**src/rtl/run_scheduler.sv**
```systemverilog
// Run sequencer for the annealing node array: OPT -> EXP -> EXCH phases per iteration.
// Optional busy-cycle statistics counter enabled by defining RUN_SCHED_STATS_EN.
module run_scheduler #(
  parameter int unsigned EXP_CYCLES  = 17,
  parameter int unsigned EXCH_CYCLES = 4
) (
  input  logic        clk,
  input  logic        reset,
  input  logic        run_write,
  input  logic [23:0] run_times,
  input  logic        abort,
  input  logic        opt_done,
  output logic        running,
  output logic        opt_run,
  output logic        exp_init,
  output logic        exp_run,
  output logic        exp_fin,
  output logic        exch_run,
  output logic        exch_odd,
  output logic [23:0] iter_left,
  output logic        done,
  output logic [31:0] busy_cycles
);

  typedef enum logic [3:0] {
    IDLE,
    OPT,
    WAIT_OPT,
    EXP_INIT,
    EXP_RUN,
    EXP_FIN,
    EXCH,
    EXCH_WAIT,
    NEXT
  } state_t;

  localparam logic [7:0] EXP_LOAD  = 8'(EXP_CYCLES - 1);
  localparam logic [7:0] EXCH_LOAD = 8'(EXCH_CYCLES - 1);

  state_t     state, next_state;
  logic [7:0] phase_cnt;
  logic       opt_seen;
  logic       start_ok, zero_ok, last_iter;

  assign start_ok  = (state == IDLE) && run_write && !abort && (run_times != '0);
  assign zero_ok   = (state == IDLE) && run_write && !abort && (run_times == '0);
  assign last_iter = (state == NEXT) && !abort && (iter_left == 24'd1);

  always_comb begin
    next_state = state;
    if (state != IDLE && abort) begin
      next_state = IDLE;
    end else begin
      case (state)
        IDLE:      if (start_ok) next_state = OPT;
        OPT:       next_state = WAIT_OPT;
        WAIT_OPT:  if (opt_seen) next_state = EXP_INIT;
        EXP_INIT:  next_state = EXP_RUN;
        EXP_RUN:   if (phase_cnt == '0) next_state = EXP_FIN;
        EXP_FIN:   next_state = EXCH;
        EXCH:      next_state = EXCH_WAIT;
        EXCH_WAIT: if (phase_cnt == '0) next_state = NEXT;
        NEXT:      next_state = (iter_left == 24'd1) ? IDLE : OPT;
        default:   next_state = IDLE;
      endcase
    end
  end

  // Outputs are flops decoded from next_state so each lines up with its state
  // while staying registered. opt_done is captured only in WAIT_OPT and acted
  // on one cycle later, keeping it off any output path.
  always_ff @(posedge clk) begin
    if (reset) begin
      state     <= IDLE;
      running   <= 1'b0;
      opt_run   <= 1'b0;
      exp_init  <= 1'b0;
      exp_run   <= 1'b0;
      exp_fin   <= 1'b0;
      exch_run  <= 1'b0;
      exch_odd  <= 1'b0;
      done      <= 1'b0;
      iter_left <= '0;
      phase_cnt <= '0;
      opt_seen  <= 1'b0;
    end else begin
      state    <= next_state;
      running  <= (next_state != IDLE);
      opt_run  <= (next_state == OPT);
      exp_init <= (next_state == EXP_INIT);
      exp_run  <= (next_state == EXP_RUN);
      exp_fin  <= (next_state == EXP_FIN);
      exch_run <= (next_state == EXCH);
      done     <= zero_ok || last_iter;
      opt_seen <= (state == WAIT_OPT) && opt_done;

      if (state == EXP_INIT) begin
        phase_cnt <= EXP_LOAD;
      end else if (state == EXCH) begin
        phase_cnt <= EXCH_LOAD;
      end else if (phase_cnt != '0) begin
        phase_cnt <= phase_cnt - 8'd1;
      end

      if (start_ok) begin
        iter_left <= run_times;
        exch_odd  <= 1'b0;
      end else if (state == NEXT && !abort) begin
        iter_left <= iter_left - 24'd1;
        exch_odd  <= ~exch_odd;
      end
    end
  end

`ifdef RUN_SCHED_STATS_EN
  logic [31:0] busy_q;

  always_ff @(posedge clk) begin
    if (reset) begin
      busy_q <= '0;
    end else if (start_ok) begin
      busy_q <= '0;
    end else if (running && busy_q != '1) begin
      busy_q <= busy_q + 32'd1;
    end
  end

  assign busy_cycles = busy_q;
`else
  assign busy_cycles = '0;
`endif

endmodule
```
**config.mk**
```make
export PLATFORM = sky130hd
export DESIGN_NAME = run_scheduler
export DESIGN_NICKNAME = d
export VERILOG_FILES = /design/src/rtl/run_scheduler.sv
export SDC_FILE = /design/constraint.sdc
export NUM_CORES = 1
export LEC_CHECK = 0
export ABC_AREA = 1
export BUFFER_PORTS_ARGS = -buffer_cell sky130_fd_sc_hd__buf_2
export CAP_MARGIN = 20
export CELL_PAD_IN_SITES_DETAIL_PLACEMENT = 1
export CELL_PAD_IN_SITES_GLOBAL_PLACEMENT = 1
export CORE_UTILIZATION = 35
export DETAILED_ROUTE_END_ITERATION = 7
export GPL_TIMING_DRIVEN = 0
export PLACE_DENSITY = 0.88
export SLEW_MARGIN = 10
export SYNTH_ARGS = -nofsm -noshare
export SYNTH_HDL_FRONTEND = slang
export SYNTH_SLANG_ARGS = --single-unit
```
**constraint.sdc**
```tcl
create_clock -name clk -period 2.1 [get_ports clk]
set_input_delay 0.105 -clock clk [delete_from_list [all_inputs] [get_ports clk]]
set_output_delay 0.105 -clock clk [all_outputs]
set_load 0.02 [all_outputs]
```
# Word level (Yosys, flattened, before mapping)
# Index checks and enable logic that the tools add are counted.
# totals
inputBits,29
ff_bits,45
wordCells,66
# classes
reduce_logical,23
muxes,12
addsub,2
bitwise_logic,1
n_eq_ne,14
# ops
operator,n
2-to-1 mux 24 bit,2
case mux 4 bit (9 select lines),1
== test 4 x 3 -> 1 bit (second input constant),7
== test 24 x 1 -> 1 bit (second input constant),1
zero test 24 bit,1
nonzero test 24 bit,1
subtractor 24 x 1 -> 24 bit (second input constant),1
2-to-1 mux 4 bit,5
2-to-1 mux 5 bit,3
== test 4 x 2 -> 1 bit (second input constant),3
== test 4 x 1 -> 1 bit (second input constant),2
logical AND 1 bit,8
zero test 8 bit,1
nonzero test 4 bit,2
nonzero test 8 bit,1
subtractor 8 x 1 -> 8 bit (second input constant),1
== test 4 bit (second input constant),1
zero test 4 bit,1
nonzero test 2 bit,2
OR reduction 2 bit,2
nonzero test 3 bit,1
OR reduction 3 bit,1
zero test 1 bit,1
logical OR 1 bit,1
2 further kinds,2

# Longest topological paths before layout
# logic_depth
word_depth,8
depth_mapped,12
ltp_nobuf,12

# Worst setup path after synthesis
# Ideal clock, no wire load.
# synth_path
kind,register to register
startpoint,register phase_cnt[0]
endpoint,register running
stages_incl_launch_ff,12
setup_time_ns,0.110
arrival_ns,1.397
required_time_ns,1.990
period_less_slack_ns,1.507
path_slack_ns,0.593
path_buffers,0
path_cell_list,dfxtp_1 > inv_1 > ha_1 > nand2_1 > nor2_1 > inv_1 > nand2_1 > nand3_1 > o21ai_0 > nand3_1 > nand2_1 > inv_1
# synth_via
elab_chain_len,5
elab_cells_between_ends,6
cone_classes,mux: 4; reduce/logical: 2
# synth_lines
item,line,source
"start, declared",41,logic [7:0] phase_cnt;
"start signal, assigned",102,phase_cnt <= phase_cnt - 8'd1;
zero test 8 bit *,"59, 62",
2-to-1 mux 4 bit (on tied branches),"62, 59",
case mux 4 bit (9 select lines) *,54,case (state)
2-to-1 mux 4 bit *,51,if (state != IDLE && abort) begin
nonzero test 4 bit *,88,running <= (next_state != IDLE);
"end signal, assigned",88,
"end, declared",13,"output logic running,"
# Mark *: on every way between the ends. The rest lies on a longest branch, timed or not.
# A chain may end at the register's enable or synchronous reset.

# Final worst setup path
# Ends and elaborated chain as after synthesis.

==> flow_summary_export.csv <==
group,metric,value,unit
status,outcome,"complete, no violations",
clock_network,path_clk_slew,0.09,ns
floorplanning,die_w,95.03,um
timing,min_period_over_period,0.8579,
place,gp_congestion,0.8456,
clock_network,post_cts_buffers,0,
worst_setup_path,crit_type,"reg2reg",
floorplanning,rows,33,
hold_path,hold_class,"in2reg",
floorplanning,fp.coreArea,8299,um2
timing,rsz0062_at_grt,"false",
power_and_ir_drop,switching_share,0.4883,
power_and_ir_drop,power.switching,1.837,mW
finish,fin_cells,686,
power_and_ir_drop,power_frac_comb,0.538,
worst_setup_path,crit_required,2.31,ns
global_routing,grt_max_degree,16,
synth,syn_inst,482,
synth,yosysSeqAreaShare,0.2974,
worst_setup_path,arrival,2.02,ns
synth,syn_avg_cell_area,6.285,um2
worst_setup_path,cpPeakStageDelay,0.33,ns
worst_setup_path,cp-start-kind,"flop",
global_routing,grt_use_total,0.2152,
timing,setup_viol,0,
timing,slew_violations,0,
timing,finalClockSkew,0.004591,ns
timing,fmaxAchievable,555.1,MHz
clock_network,clockRootBuffer,"clkbuf_8",
power_and_ir_drop,p_leak,2.044,nW
timing,setup_slack,0.2984,ns
routing,viasPerCell,4.707,
floorplanning,fp.dieH,95.03,um
worst_setup_path,crit_chain,"inv_1 -> ha_1 -> nand2_1 -> nor2_1 -> inv_1 -> nand2_1 -> nand3_1 -> o21ai_1 -> nand3_1 -> nand2_1 -> inv_1",
clock_network,cts.path.max_buffers,2,
place,port_buffers,60,
floorplanning,io_pins,93,
finish,num_antenna_cells,0,
floorplanning,die_area,9031,um2
routing,drc_errors,0,
power_and_ir_drop,internal_power,1.925,mW
power_and_ir_drop,irDropWorstVdd,0.0003317,V
timing,final.setup.tns,0,ns
clock_network,postCtsHoldBufs,0,
routing,wl,9038,um
clock_network,ctsResizeCount,0,
clock_network,clock-sinks,45,
timing,worst_pin_slew,0.6694,ns
worst_setup_path,cp_max_fo,6,
synth,yosys_warnings,0,
finish,fin_nets,613,
finish,final_common_cell,"nand2_1",
power_and_ir_drop,p_clk_frac,0.151,
global_routing,grt_antenna_before_repair,0,
global_routing,grt_pass1_wl,15150,um
place,place_area,3577,um2
worst_setup_path,crit_path_end_kind,"flop",
routing,ant_nets,0,
clock_network,cts_tree,"yes",
timing,hold_violations,0,
floorplanning,initial_core_util,0.3650,
finish,fin_area,3667,um2
routing,drt_iter0_drc,94,
power_and_ir_drop,pwr-share-seq,0.310,
worst_setup_path,crit_path_top_delay_cell,"dfxtp_1",
global_routing,gr-total-overflow,0,
finish,drive_above_1_share,0.2151,
global_routing,grt_pass1_vias,3309,
flow_run,drv_cap,0,
synth,ys_types,37,
clock_network,h-tree-depth,2,
timing,min_period,1.802,ns
place,dpl.hpwl,7283,um
timing,slew_headroom,0.5538,
power_and_ir_drop,power.density,1026,nW/um2
routing,wire_per_inst,13.17,um
clock_network,clk-insertion-delay-late,0.31,ns
clock_network,cts_buffers,5,
finish,synthToLayoutAreaGrowth,21.07,%
synth,netlist_area,3029,um2
routing,first_pass_iters,4,
finish,mostFrequentLayoutCells,"129 x nand2_1, 79 x nor2_1, 62 x buf_2, 53 x inv_1, 45 x dfxtp_1",
synth,ys_ff_latch,45,
place,place_inst,678,
place,dp_slack,0.2525,ns
worst_setup_path,reg2reg_slack,0.30,ns
routing,via_count,3229,
kinds of logic (layout without fill, tap and decap cells):
family,count (synthesis),count (layout),synth area share
DFF,45,45,0.2974
other,1,32,0.001238
AOI/OAI and AO/OA,36,36,0.06485
adders and majority gates,4,4,0.01652
xor gates and xnor gates,16,16,0.04626
buffers and inverters,98,166,0.1727
and+or+nand+nor,282,282,0.4011
Yosys cell counts (all sizes together):
| master | count | area, um2 |
|---|---|---|
| nand2 | 131 | 501.7 |
| nor2 | 89 | 382.9 |
| a31oi | 1 | 6.260 |
| conb | 1 | 3.750 |
| nor4 | 1 | 6.260 |
| nor3 | 10 | 55.05 |
| o211ai | 3 | 22.52 |
| xnor2 | 6 | 52.55 |
| a21boi | 1 | 7.510 |
| o21ai | 13 | 65.06 |
| clkinv | 1 | 5.000 |
| and2 | 1 | 6.260 |
| nand4 | 3 | 18.77 |
| clkbuf | 3 | 11.26 |
| or2 | 1 | 6.260 |
| buf | 38 | 291.5 |
| o21bai | 1 | 7.510 |
| ha | 4 | 50.05 |
| xor2 | 10 | 87.58 |
| nand3 | 45 | 230.2 |
| dfxtp | 45 | 900.9 |
| o22ai | 2 | 12.51 |
| nand3b | 1 | 7.510 |
| a21oi | 15 | 75.07 |
| inv | 56 | 215.2 |
cell type report:
class	instances	area, um2
sequential	45	900.9
fill	1160	4632
inverter	57	220.2
buffer	41	302.8
clock inverter	3	21.27
tap	105	131.4
multi-input combinational	370	1722
timing repair buffer	60	300.3
clock buffer	5	68.82
stage by stage:
step / total power [mW] / hold slack, ns / util
6_report: 3.761 / 0.03662 / 0.4419
5_1_grt: 4.094 / 0.06444 / 0.4419
4_1_cts: 3.778 / 0.03329 / 0.4419
3_5_place_dp: 3.188 / 0.3661 / 0.4310
3_3_place_gp: 3.082 / 0.3580 / 0.4310
2_1_floorplan: 2.660 / 0.1741 / -
registers in the layout, summed over array words and instances, names as in the netlist:
name and cells:
done 1, exch_odd 1, exch_run 1, exp_fin 1
exp_init 1, exp_run 1, iter_left 24, opt_run 1
opt_seen 1, phase_cnt 8, running 1, state 4
worst paths after layout:
path,from,to,depth (start not counted)
max reg2reg,phase_cnt[0],running,11
min,opt_done,opt_seen,3
max,phase_cnt[0],running,11
min reg2reg,phase_cnt[0],phase_cnt[0],2
critical path, delay by kind of cell (launching register included):
family / cells / cell delay [ns]
AND/OR/NAND/NOR: 6 / 0.65
flip-flops: 1 / 0.33
buffers and inverters: 3 / 0.29
AO/OA/AOI/OAI: 1 / 0.23
adder cells (fa/ha/maj): 1 / 0.21
layer usage:
metal | vias up | share of wire | global-route usage
li1 | 1635 | - | -
met1 | 1505 | 0.42 | 0.2523
met2 | 76 | 0.52 | 0.3963
met3 | 13 | 0.045 | 0.03110
met4 | 0 | 0.018 | 0.07449
met5 | - | 0 | 0
power groups by stage:
| stage | Sequential (mW) | Clock, mW | Combinational, mW |
|---|---|---|---|
| 5_1_grt | 1.19 | 0.616 | 2.29 |
| 2_1_floorplan | 1.26 | 0 | 1.40 |
| 4_1_cts | 1.17 | 0.587 | 2.02 |
| 3_5_place_dp | 1.19 | 0 | 2.00 |
| 3_3_place_gp | 1.18 | 0 | 1.91 |
| 6_report | 1.17 | 0.570 | 2.02 |
Power figures use the tool's default switching activity.
